$ cat src/rtl/multi_ball_physics_pkg.sv
// rtl/multi_ball_physics_pkg.sv - shared ball state type, edge bit indices, FSM states, saturation helper
package multi_ball_physics_pkg;

  typedef struct packed {
    logic signed [31:0] posX;
    logic signed [31:0] posY;
    logic signed [31:0] vx;
    logic signed [31:0] vy;
  } ball_state_t;

  // Bit positions inside a 4-bit {L,T,R,B} edge code
  localparam int EDGE_L = 3;
  localparam int EDGE_T = 2;
  localparam int EDGE_R = 1;
  localparam int EDGE_B = 0;

  typedef enum logic [1:0] {IDLE, UPDATE, DONE} fsm_t;

  // Clamp v to [-lim, lim]
  function automatic logic signed [31:0] sat(input logic signed [31:0] v, input int lim);
    logic signed [31:0] l;
    l = lim;
    if (v > l) return l;
    if (v < -l) return -l;
    return v;
  endfunction

endpackage

$ cat src/rtl/multi_ball_physics_if.sv
// rtl/multi_ball_physics_if.sv - frame/collision/launch inputs and per-ball position outputs of the ball engine
// Ports (master drives the engine, slave is the engine):
//   startOfFrame, pause, resetLevel    frame control
//   collisionValid, hitEdgeCode        per-ball collision strobes and {L,T,R,B} codes
//   launchValid, launchIdx, launchSpeedX/Y   velocity load into one ball
//   topLeftX/Y, ballActive, ballLost   per-ball outputs (11-bit slots)
//   busy, frameDone, overrunError      engine status
interface multi_ball_physics_if #(parameter int N_BALLS = 4);
  localparam int IW = (N_BALLS > 1) ? $clog2(N_BALLS) : 1;

  logic                   startOfFrame;
  logic                   pause;
  logic                   resetLevel;
  logic [N_BALLS-1:0]     collisionValid;
  logic [4*N_BALLS-1:0]   hitEdgeCode;
  logic                   launchValid;
  logic [IW-1:0]          launchIdx;
  logic signed [31:0]     launchSpeedX;
  logic signed [31:0]     launchSpeedY;
  logic [11*N_BALLS-1:0]  topLeftX;
  logic [11*N_BALLS-1:0]  topLeftY;
  logic [N_BALLS-1:0]     ballActive;
  logic [N_BALLS-1:0]     ballLost;
  logic                   busy;
  logic                   frameDone;
  logic                   overrunError;

  modport master (
    output startOfFrame, pause, resetLevel, collisionValid, hitEdgeCode,
           launchValid, launchIdx, launchSpeedX, launchSpeedY,
    input  topLeftX, topLeftY, ballActive, ballLost, busy, frameDone, overrunError
  );

  modport slave (
    input  startOfFrame, pause, resetLevel, collisionValid, hitEdgeCode,
           launchValid, launchIdx, launchSpeedX, launchSpeedY,
    output topLeftX, topLeftY, ballActive, ballLost, busy, frameDone, overrunError
  );

endinterface

$ cat src/rtl/multi_ball_physics_ball_step.sv
// rtl/multi_ball_physics_ball_step.sv - combinational one-frame step for a single ball
// Ports:
//   cur    in   current ball state (fixed point)
//   edges  in   latched {L,T,R,B} collision mask for this ball
//   nxt    out  state after reflect, damp, saturate, integrate, gravity
module multi_ball_physics_ball_step
  import multi_ball_physics_pkg::*;
#(
  parameter int GRAVITY    = 2,
  parameter int MAX_SPEED  = 1024,
  parameter int DAMP_SHIFT = 0
) (
  input  ball_state_t cur,
  input  logic [3:0]  edges,
  output ball_state_t nxt
);

  logic signed [31:0] vx;
  logic signed [31:0] vy;

  always_comb begin
    vx = cur.vx;
    vy = cur.vy;
    // Only reflect a component that is moving into the wall it hit
    if ((edges[EDGE_L] && cur.vx < 0) || (edges[EDGE_R] && cur.vx > 0)) begin
      vx = -cur.vx;
      if (DAMP_SHIFT > 0) vx = vx - (vx >>> DAMP_SHIFT);
    end
    if ((edges[EDGE_T] && cur.vy < 0) || (edges[EDGE_B] && cur.vy > 0)) begin
      vy = -cur.vy;
      if (DAMP_SHIFT > 0) vy = vy - (vy >>> DAMP_SHIFT);
    end
    vx = sat(vx, MAX_SPEED);
    vy = sat(vy, MAX_SPEED);
    nxt.posX = cur.posX + vx;
    nxt.posY = cur.posY + vy;
    nxt.vx   = vx;
    // Gravity is applied after integration, so it affects the next frame's motion
    nxt.vy   = sat(vy + GRAVITY, MAX_SPEED);
  end

endmodule

$ cat src/rtl/multi_ball_physics.sv
// rtl/multi_ball_physics.sv - time-multiplexed multi-ball kinematics engine
// Ports:
//   clk    in  system clock
//   reset  in  synchronous, active-high
//   bus    slave side of multi_ball_physics_if (frame control, collisions,
//          launches in; per-ball pixel positions, activity, lost/frame events out)
module multi_ball_physics
  import multi_ball_physics_pkg::*;
#(
  parameter int N_BALLS    = 4,
  parameter int FRAC_BITS  = 6,
  parameter int GRAVITY    = 2,
  parameter int MAX_SPEED  = 1024,
  parameter int DAMP_SHIFT = 0,
  parameter int INIT_X     = 300,
  parameter int INIT_Y     = 100,
  parameter int SPACING_X  = 20,
  parameter int LOST_Y     = 470,
  parameter logic [N_BALLS-1:0] INIT_ACTIVE = 'b1
) (
  input logic clk,
  input logic reset,
  multi_ball_physics_if.slave bus
);

  localparam int IW = (N_BALLS > 1) ? $clog2(N_BALLS) : 1;
  localparam logic [IW-1:0] LAST_IDX = IW'(N_BALLS - 1);

  function automatic ball_state_t init_ball(input int i);
    ball_state_t b;
    b.posX = (INIT_X + i * SPACING_X) << FRAC_BITS;
    b.posY = INIT_Y << FRAC_BITS;
    b.vx   = '0;
    b.vy   = '0;
    return b;
  endfunction

  function automatic logic [10:0] to_px(input logic signed [31:0] p);
    return 11'(p >>> FRAC_BITS);
  endfunction

  fsm_t                  fsm_q, fsm_d;
  logic [IW-1:0]         idx_q, idx_d;
  logic                  overrun_set;
  logic                  overrun_q;
  logic                  clr;
  logic                  stepping;
  ball_state_t           state_q [N_BALLS];
  logic [3:0]            mask_q  [N_BALLS];
  logic [N_BALLS-1:0]    active_q;
  logic [N_BALLS-1:0]    lost_q;
  logic [11*N_BALLS-1:0] tlx_q;
  logic [11*N_BALLS-1:0] tly_q;
  ball_state_t           step_nxt;
  logic signed [31:0]    new_py_px;

  assign clr       = reset || bus.resetLevel;
  assign stepping  = (fsm_q == UPDATE) && !bus.pause;
  assign new_py_px = step_nxt.posY >>> FRAC_BITS;

  multi_ball_physics_ball_step #(
    .GRAVITY    (GRAVITY),
    .MAX_SPEED  (MAX_SPEED),
    .DAMP_SHIFT (DAMP_SHIFT)
  ) u_step (
    .cur   (state_q[idx_q]),
    .edges (mask_q[idx_q]),
    .nxt   (step_nxt)
  );

  always_ff @(posedge clk) begin
    if (clr) begin
      fsm_q <= IDLE;
      idx_q <= '0;
    end else begin
      fsm_q <= fsm_d;
      idx_q <= idx_d;
    end
  end

  always_comb begin
    fsm_d       = fsm_q;
    idx_d       = idx_q;
    overrun_set = 1'b0;
    if (!bus.pause) begin
      case (fsm_q)
        IDLE: begin
          if (bus.startOfFrame) begin
            fsm_d = UPDATE;
            idx_d = '0;
          end
        end
        UPDATE: begin
          overrun_set = bus.startOfFrame;
          if (idx_q == LAST_IDX) fsm_d = DONE;
          else                   idx_d = idx_q + 1'b1;
        end
        DONE: begin
          overrun_set = bus.startOfFrame;
          fsm_d       = IDLE;
        end
        default: fsm_d = IDLE;
      endcase
    end
  end

  // Sticky: only a full reset clears it, a level restart keeps the evidence
  always_ff @(posedge clk) begin
    if (reset)                                overrun_q <= 1'b0;
    else if (!bus.resetLevel && overrun_set)  overrun_q <= 1'b1;
  end

  always_ff @(posedge clk) begin
    if (clr) begin
      for (int i = 0; i < N_BALLS; i++) begin
        state_q[i]          <= init_ball(i);
        mask_q[i]           <= '0;
        tlx_q[11*i +: 11]   <= 11'(INIT_X + i * SPACING_X);
        tly_q[11*i +: 11]   <= 11'(INIT_Y);
      end
      active_q <= INIT_ACTIVE;
      lost_q   <= '0;
    end else begin
      lost_q <= '0;
      for (int i = 0; i < N_BALLS; i++) begin
        tlx_q[11*i +: 11] <= to_px(state_q[i].posX);
        tly_q[11*i +: 11] <= to_px(state_q[i].posY);
        if (bus.collisionValid[i])
          mask_q[i] <= mask_q[i] | bus.hitEdgeCode[4*i +: 4];
      end
      if (stepping) begin
        // Consume this ball's mask; a same-cycle collision belongs to the next frame
        mask_q[idx_q] <= bus.collisionValid[idx_q] ? bus.hitEdgeCode[4*int'(idx_q) +: 4] : 4'b0;
        if (active_q[idx_q]) begin
          state_q[idx_q] <= step_nxt;
          if (new_py_px > LOST_Y) begin
            active_q[idx_q] <= 1'b0;
            lost_q[idx_q]   <= 1'b1;
          end
        end
      end
      // Placed after the step so a coinciding launch wins the velocity fields
      if (bus.launchValid && !bus.pause) begin
        state_q[bus.launchIdx].vx <= bus.launchSpeedX;
        state_q[bus.launchIdx].vy <= bus.launchSpeedY;
        active_q[bus.launchIdx]   <= 1'b1;
      end
    end
  end

  assign bus.topLeftX     = tlx_q;
  assign bus.topLeftY     = tly_q;
  assign bus.ballActive   = active_q;
  assign bus.ballLost     = lost_q;
  assign bus.busy         = (fsm_q != IDLE);
  assign bus.frameDone    = (fsm_q == DONE) && !bus.pause && !clr;
  assign bus.overrunError = overrun_q;

endmodule

$ cat src/flat_wrapper.sv
// flat-port wrapper written by rule: the top's interface ports become plain ports
module multi_ball_physics_flat import multi_ball_physics_pkg::*;
#(
  parameter int N_BALLS    = 4,
  parameter int FRAC_BITS  = 6,
  parameter int GRAVITY    = 2,
  parameter int MAX_SPEED  = 1024,
  parameter int DAMP_SHIFT = 0,
  parameter int INIT_X     = 300,
  parameter int INIT_Y     = 100,
  parameter int SPACING_X  = 20,
  parameter int LOST_Y     = 470,
  parameter logic [N_BALLS-1:0] INIT_ACTIVE = 'b1
)
  (clk, reset, bus_startOfFrame, bus_pause, bus_resetLevel, bus_collisionValid, bus_hitEdgeCode, bus_launchValid, bus_launchIdx, bus_launchSpeedX, bus_launchSpeedY, bus_topLeftX, bus_topLeftY, bus_ballActive, bus_ballLost, bus_busy, bus_frameDone, bus_overrunError);
  multi_ball_physics_if #(.N_BALLS(N_BALLS)) bus_i ();
  input logic clk;
  input logic reset;
  input wire logic [$bits(bus_i.startOfFrame)-1:0] bus_startOfFrame;
  input wire logic [$bits(bus_i.pause)-1:0] bus_pause;
  input wire logic [$bits(bus_i.resetLevel)-1:0] bus_resetLevel;
  input wire logic [$bits(bus_i.collisionValid)-1:0] bus_collisionValid;
  input wire logic [$bits(bus_i.hitEdgeCode)-1:0] bus_hitEdgeCode;
  input wire logic [$bits(bus_i.launchValid)-1:0] bus_launchValid;
  input wire logic [$bits(bus_i.launchIdx)-1:0] bus_launchIdx;
  input wire logic [$bits(bus_i.launchSpeedX)-1:0] bus_launchSpeedX;
  input wire logic [$bits(bus_i.launchSpeedY)-1:0] bus_launchSpeedY;
  output wire logic [$bits(bus_i.topLeftX)-1:0] bus_topLeftX;
  output wire logic [$bits(bus_i.topLeftY)-1:0] bus_topLeftY;
  output wire logic [$bits(bus_i.ballActive)-1:0] bus_ballActive;
  output wire logic [$bits(bus_i.ballLost)-1:0] bus_ballLost;
  output wire logic [$bits(bus_i.busy)-1:0] bus_busy;
  output wire logic [$bits(bus_i.frameDone)-1:0] bus_frameDone;
  output wire logic [$bits(bus_i.overrunError)-1:0] bus_overrunError;
  assign bus_i.startOfFrame = bus_startOfFrame;
  assign bus_i.pause = bus_pause;
  assign bus_i.resetLevel = bus_resetLevel;
  assign bus_i.collisionValid = bus_collisionValid;
  assign bus_i.hitEdgeCode = bus_hitEdgeCode;
  assign bus_i.launchValid = bus_launchValid;
  assign bus_i.launchIdx = bus_launchIdx;
  assign bus_i.launchSpeedX = bus_launchSpeedX;
  assign bus_i.launchSpeedY = bus_launchSpeedY;
  assign bus_topLeftX = bus_i.topLeftX;
  assign bus_topLeftY = bus_i.topLeftY;
  assign bus_ballActive = bus_i.ballActive;
  assign bus_ballLost = bus_i.ballLost;
  assign bus_busy = bus_i.busy;
  assign bus_frameDone = bus_i.frameDone;
  assign bus_overrunError = bus_i.overrunError;
  multi_ball_physics #(.N_BALLS(N_BALLS), .FRAC_BITS(FRAC_BITS), .GRAVITY(GRAVITY), .MAX_SPEED(MAX_SPEED), .DAMP_SHIFT(DAMP_SHIFT), .INIT_X(INIT_X), .INIT_Y(INIT_Y), .SPACING_X(SPACING_X), .LOST_Y(LOST_Y), .INIT_ACTIVE(INIT_ACTIVE)) u_core (.clk(clk), .reset(reset), .bus(bus_i));
endmodule
$ cat config.mk
export PLATFORM = sky130hd
export DESIGN_NAME = multi_ball_physics_flat
export DESIGN_NICKNAME = d
export VERILOG_FILES = /design/src/rtl/multi_ball_physics_pkg.sv /design/src/rtl/multi_ball_physics_if.sv /design/src/rtl/multi_ball_physics_ball_step.sv /design/src/rtl/multi_ball_physics.sv /design/src/flat_wrapper.sv
export SDC_FILE = /design/constraint.sdc
export NUM_CORES = 1
export LEC_CHECK = 0
export CORE_MARGIN = 5
export CORE_UTILIZATION = 37
export CTS_BUF_LIST = sky130_fd_sc_hd__clkbuf_4
export DETAILED_ROUTE_END_ITERATION = 12
export GPL_TIMING_DRIVEN = 0
export PLACE_DENSITY = 0.54
export REMOVE_ABC_BUFFERS = 1
export SETUP_SLACK_MARGIN = 0.02
export SLEW_MARGIN = 10
export SYNTH_ARGS = -nofsm -noshare
export SYNTH_HDL_FRONTEND = slang
export SYNTH_SLANG_ARGS = --single-unit
$ cat constraint.sdc
create_clock -name clk -period 13.85 [get_ports clk]
set_input_delay 2.77 -clock clk [delete_from_list [all_inputs] [get_ports clk]]
set_output_delay 2.77 -clock clk [all_outputs]
set_load 0.01 [all_outputs]
## After elaboration in Yosys (flattened, before gate mapping)

Memory sizes are Yosys's and may differ from the RTL's. A register that Yosys moved wholly into a read port is not among the register bits.
Cells that the tools add are included.

- Bits in registers: 13
- Memories kept: 2
- Bits of input ports: 92
- Memory bits (writable): 528

Memory list:

| name | depth | bits a word | read ports | clocked after memory_dff | wr ports | RTL line | RTL |
|---|---|---|---|---|---|---|---|
| u_core.state_q | 4 | 128 | 5 | 5 | 4 | multi_ball_physics.sv:48 | `ball_state_t state_q [N_BALLS];` |
| u_core.mask_q | 4 | 4 | 5 | 1 | 5 | multi_ball_physics.sv:49 | `logic [3:0] mask_q [N_BALLS];` |

- Bitwise logic cells: 15
- Eq/ne operators: 6
- Multiplexer cells: 83
- $add $sub $neg: 6
- Order comparisons: 15
- Reductions and logical operators: 26
- Shift operators: 1

Operator list:

| kind | number |
|---|---|
| 2-to-1 mux 32 bit | 14 |
| 2-to-1 mux 128 bit | 2 |
| OR reduction 128 bit | 2 |
| greater-than comparator 32 x 12 -> 1 bit (second input constant) | 3 |
| < comparator 32 x 11 -> 1 bit (second input constant) | 3 |
| adder 32 bit | 2 |
| greater-than comparator 32 x 1 -> 1 bit (second input constant) | 2 |
| < comparator 32 x 1 -> 1 bit (second input constant) | 2 |
| negator 32 bit | 2 |
| 2-to-1 mux 1 bit | 40 |
| 2-to-1 mux 4 bit | 10 |
| adder 32 x 3 -> 32 bit (second input constant) | 1 |
| greater-than comparator 26 x 10 -> 1 bit (second input constant) | 1 |
| 2-to-1 mux 2 bit | 11 |
| bitwise OR 4 bit | 5 |
| indexed part select 16 x 5 -> 4 bit | 1 |
| logical AND 1 bit | 11 |
| case mux 2 bit (2 select lines) | 2 |
| < comparator 2 x 3 -> 1 bit (second input constant) | 2 |
| != test 2 bit (second input constant) | 3 |
| bitwise AND 4 bit | 1 |
| binary-select mux 1 bit (select 2 bit) | 2 |
| demux 1 bit (select 2 bit) | 2 |
| == test 2 bit (second input constant) | 2 |
| 14 further kinds | 26 |

## Logic depth before layout (Yosys ltp)

- Word-level depth: 17
- Gate-level depth with buffers: 44

## By module

Synthesis repeated with hierarchy kept, for this count alone.

- Cell total of the unflattened synthesis: 3043
- Area, all modules: 34993.6 um^2

By module, submodules not included:

| module | cells an instance | area an instance (um^2) | instances |
|---|---|---|---|
| multi_ball_physics | 1919 | 27641.5 | 1 |
| multi_ball_physics_ball_step | 1124 | 7352.1 | 1 |

## Worst setup path before layout

No wires, ideal clock.

- Path kind: register -> register
- Start point: register (tool-made name)
- End point: memory u_core.state_q[0][112] (netlist bit) (data pin)
- Cell stages (with the launch flop): 44
- Required time: 13.595 ns
- Period minus slack after synthesis: 9.583 ns
- Path slack: 4.267 ns
- Data arrival time: 9.329 ns
- Cell sequence: dfxtp_1 buf_6 buf_6 buf_6 buf_6 buf_2 mux4_2 inv_1 ha_1 inv_1 or4_1 nor2_1 nor4b_1 or3b_1 nor2_1 o31ai_1 clkbuf_1 clkbuf_1 [8 not listed] ha_1 fa_1 a21o_1 a21oi_1 o21bai_1 a21oi_1 o21bai_1 a21oi_1 o21bai_1 a21oi_1 o21bai_1 a21oi_1 o21bai_1 a21oi_1 o21bai_1 a21oi_1 xor3_1 and2_1

RTL lines:

| element | RTL line |
|---|---|
| end: declaration | multi_ball_physics.sv:48 |

==> impl_metrics.csv <==
group,metric,value,unit
status,status,"finished, final reports clean",
sta,fmax,0.0780,GHz
critical_path,crit_path_max_fanout,27,
hold_path,holdPathStages,1,
logic_synthesis,synth_cell_types,93,
global_route,grt_pass1_wl,160,mm
cts,cts_buffers,151,
routing,routed_wl,107,mm
logic_synthesis,yosysWarnings,0,
hold_path,min-delay-start,"u_core.state_q[1][108]",
finish,fillers,7972,
logic_synthesis,synth_area_leader_cell,"edfxtp_1",
cts,cts.clk_slew.worst_paths,0.06,ns
logic_synthesis,synth_edf_count,468,
global_route,grt.overflow.total,0,
critical_path,crit_path_end_kind,"flop",
critical_path,crit_top_cell,"nand2_1",
sta,drv_slew,0,
logic_synthesis,syn_area,31600,um2
critical_path,cp_num_buf_inv,5,
finish,fin_nets,3207,
critical_path,crit_type,"reg2reg",
sta,post-route-min-period,12.83,ns
floorplan,rows,107,
sta,grt_setup_unrepaired,"no",
pwr,p_leak,13.2,nW
critical_path,cp-start-kind,"flop",
critical_path,r2r-end,"u_core.bus.ballLost[0]",
critical_path,arrival,13.70,ns
routing,drtIter0Drc,2422,
global_route,antenna_found_initial,3,
logic_synthesis,ys_ff_latch,571,
floorplan,die-area,91400,um2
floorplan,io_pins,191,
pwr,p_per_area,108,nW/um2
routing,drtAntennaViolNets,0,
cts,cts_root_buf,"clkbuf_4",
critical_path,path_delay_family,"simple AND/OR/NAND/NOR gates",
logic_synthesis,ys_async_sr_fraction,0,%
cts,clock-sinks,571,
logic_synthesis,ys_seq_area_share,51.0,%
critical_path,cp_slowest_cell,"nor2_1",
hold_path,worstHoldEndpoint,"u_core.bus.topLeftX[17]",
sta,fin_skew,0.0877,ns
cts,insertion_delay,1.01,ns
global_route,grt_usage,23.1,%
logic_synthesis,synth_top_area_share,44.5,%
global_route,grt_max_degree,53,
hold_path,hold_class,"reg2reg",
job,cap_violations,0,
sta,min_period_over_period,92.6,%
cts,htreeDepth,4,
logic_synthesis,synthCells,2846,
routing,drc_errors,0,
global_route,grt_pass1_vias,25800,
cts,clockBufferDepth,3,
floorplan,fp.dieH,302,um
pwr,peakVddDrop,48.3,uV
routing,wl_per_cell,24.8,um
logic_synthesis,synth_ff_type,"edfxtp_1",
critical_path,critical_path.max_stage_delay,0.65,ns
critical_path,regToRegSetupSlack,1.02,ns
logic_synthesis,postSynthAreaPerCell,11.1,um2
sta,setup_violations,0,
cts,cts_hold_buf,0,
critical_path,required,14.72,ns
finish,areaGrowthSynthToFinish,18.2,%
cts,cts_tree,"done",
sta,hold_violations,0,
placed_design,port_buffers,190,
floorplan,fp.dieW,302,um
routing,vias,25200,
floorplan,core,85000,um2
routing,drt-pass1-iter-count,5,
routing,avgViaCountPerCell,5.83,
finish,drive_above_1_share,15.9,%
logic_synthesis,synth.area.top_cells,"edfxtp_1, mux4_2, dfxtp_1",
sta,fin_setup_tns,0,ns
placed_design,place_hpwl,73.4,mm
floorplan,start_util,37.2,%
placed_design,gp_congestion,0.902,
sta,worst_hold_slack,0.438,ns
sta,worst_pin_slew,1.29,ns
sta,relSlewSlack,13.6,%
critical_path,r2r_cells,36,
Yosys cell counts (40+ instances only):
cell        n
and2_1    111
a21oi_1    96
edfxtp_1  468
ha_1       58
o31ai_1    40
nor2_1    271
mux4_2    122
xor2_1     47
nor3_1     56
o21ai_1    86
nand3_1    43
inv_1      76
nand2_1   329
o21ai_0   122
a22o_1     45
clkbuf_1  129
or3_1      50
xnor2_1    67
dfxtp_1   103
layout by cell type (no fill, tap or decap), types with 37 or more instances in the layout:
master	instances
mux4_2	122
nand3_1	37
dfxtp_1	101
nand2_1	325
o31ai_1	39
a22o_1	45
clkdlybuf4s50_1	190
nor3_1	53
o21ai_1	87
inv_1	74
a21oi_1	95
edfxtp_1	468
xor2_1	47
xnor2_1	67
nor2_1	268
clkbuf_4	226
and2_1	110
o21ai_0	121
or3_1	49
ha_1	56
stage by stage:
stage,total power (W),cells,setup WS [ns],cell area (um2),utilization [%]
after global placement,0.00250,4002,-7.06,34200,40.2
after floorplan,0.00230,2668,-0.0892,30900,-
final,0.00402,4314,1.02,37300,43.9
after detailed placement,0.00252,4041,0.0359,35300,41.5
after global routing,0.00419,4314,0.162,37300,43.9
after CTS,0.00405,4307,0.315,37300,43.9
per-layer routing:
metal  up-vias  share of wire (%)  wire length (um)  track usage [%]
li1      11300                  -                 -                -
met1     12700                 44             47000             32.0
met2      1060                 46             49600             36.5
met3       169                7.3              7870             4.70
met4         2                2.5              2670             7.71
met5         -              0.012                13                0
layout make-up:
cell class / instances / area (um2) / area share, %
antenna: 2 / 5.00 / 0.0134
clock buffer: 226 / 1700 / 4.54
clock inverter: 40 / 273 / 0.730
inverter: 76 / 292 / 0.781
multi-input combinational: 2021 / 14700 / 39.3
sequential: 571 / 16100 / 43.2
tap: 1144 / 1430 / 3.83
timing repair buffer: 233 / 2830 / 7.58
timing repair inverter: 1 / 5.00 / 0.0134
how the worst max path moves through the flow:
stage	from	to	depth (start not counted)
after floorplan	flop	u_core.state_q[2][4]	32
after global placement	flop	u_core.state_q[0][11]	30
after detailed placement	flop	u_core.bus.ballLost[2]	36
after CTS	flop	u_core.bus.ballLost[1]	36
after global routing	flop	u_core.bus.ballLost[1]	37
final	flop	u_core.bus.ballLost[0]	36
repair_timing:
action,CTS,global route
pin swaps,0,1
gates cloned,0,1
endpoints found under the setup margin,4,34
gates resized for setup,1,2
buffers inserted,0,2
hold endpoints to repair,0,0
sequential cells by signal, summed over array words and instances (netlist names), 3 cells and up, named ones only:
| register | flops |
|---|---|
| u_core.state_q | 452 |
| bus_topLeftX | 42 |
| bus_topLeftY | 41 |
| u_core.mask_q | 16 |
| u_core.bus.ballActive | 4 |
| u_core.bus.ballLost | 4 |
| u_core.bus.topLeftY | 3 |
where the power goes:
group / leakage, nW / internal (W) / switching, W / total [W]
clock network: 1.18 / 0.000805 / 0.000722 / 0.00153
registers: 5.94 / 0.00192 / 0.0000203 / 0.00194
logic: 6.09 / 0.000188 / 0.000365 / 0.000552
total: 13.2 / 0.00291 / 0.00111 / 0.00402
logic make-up (layout without fill, tap and decap cells):
logic type                 Yosys count  count (layout)  synth area share [%]
adders and majority gates           62              62                  2.49
AOI/OAI and AO/OA                  634             634                  13.7
xor gates and xnor gates           116             116                  3.29
other                                0               2                     0
buffers and inverters              254             576                  3.25
muxes                              141             141                  9.31
and+or+nand+nor                   1068            1068                  16.9
DFF                                571             571                  51.0
Power figures use the tool's default switching activity.
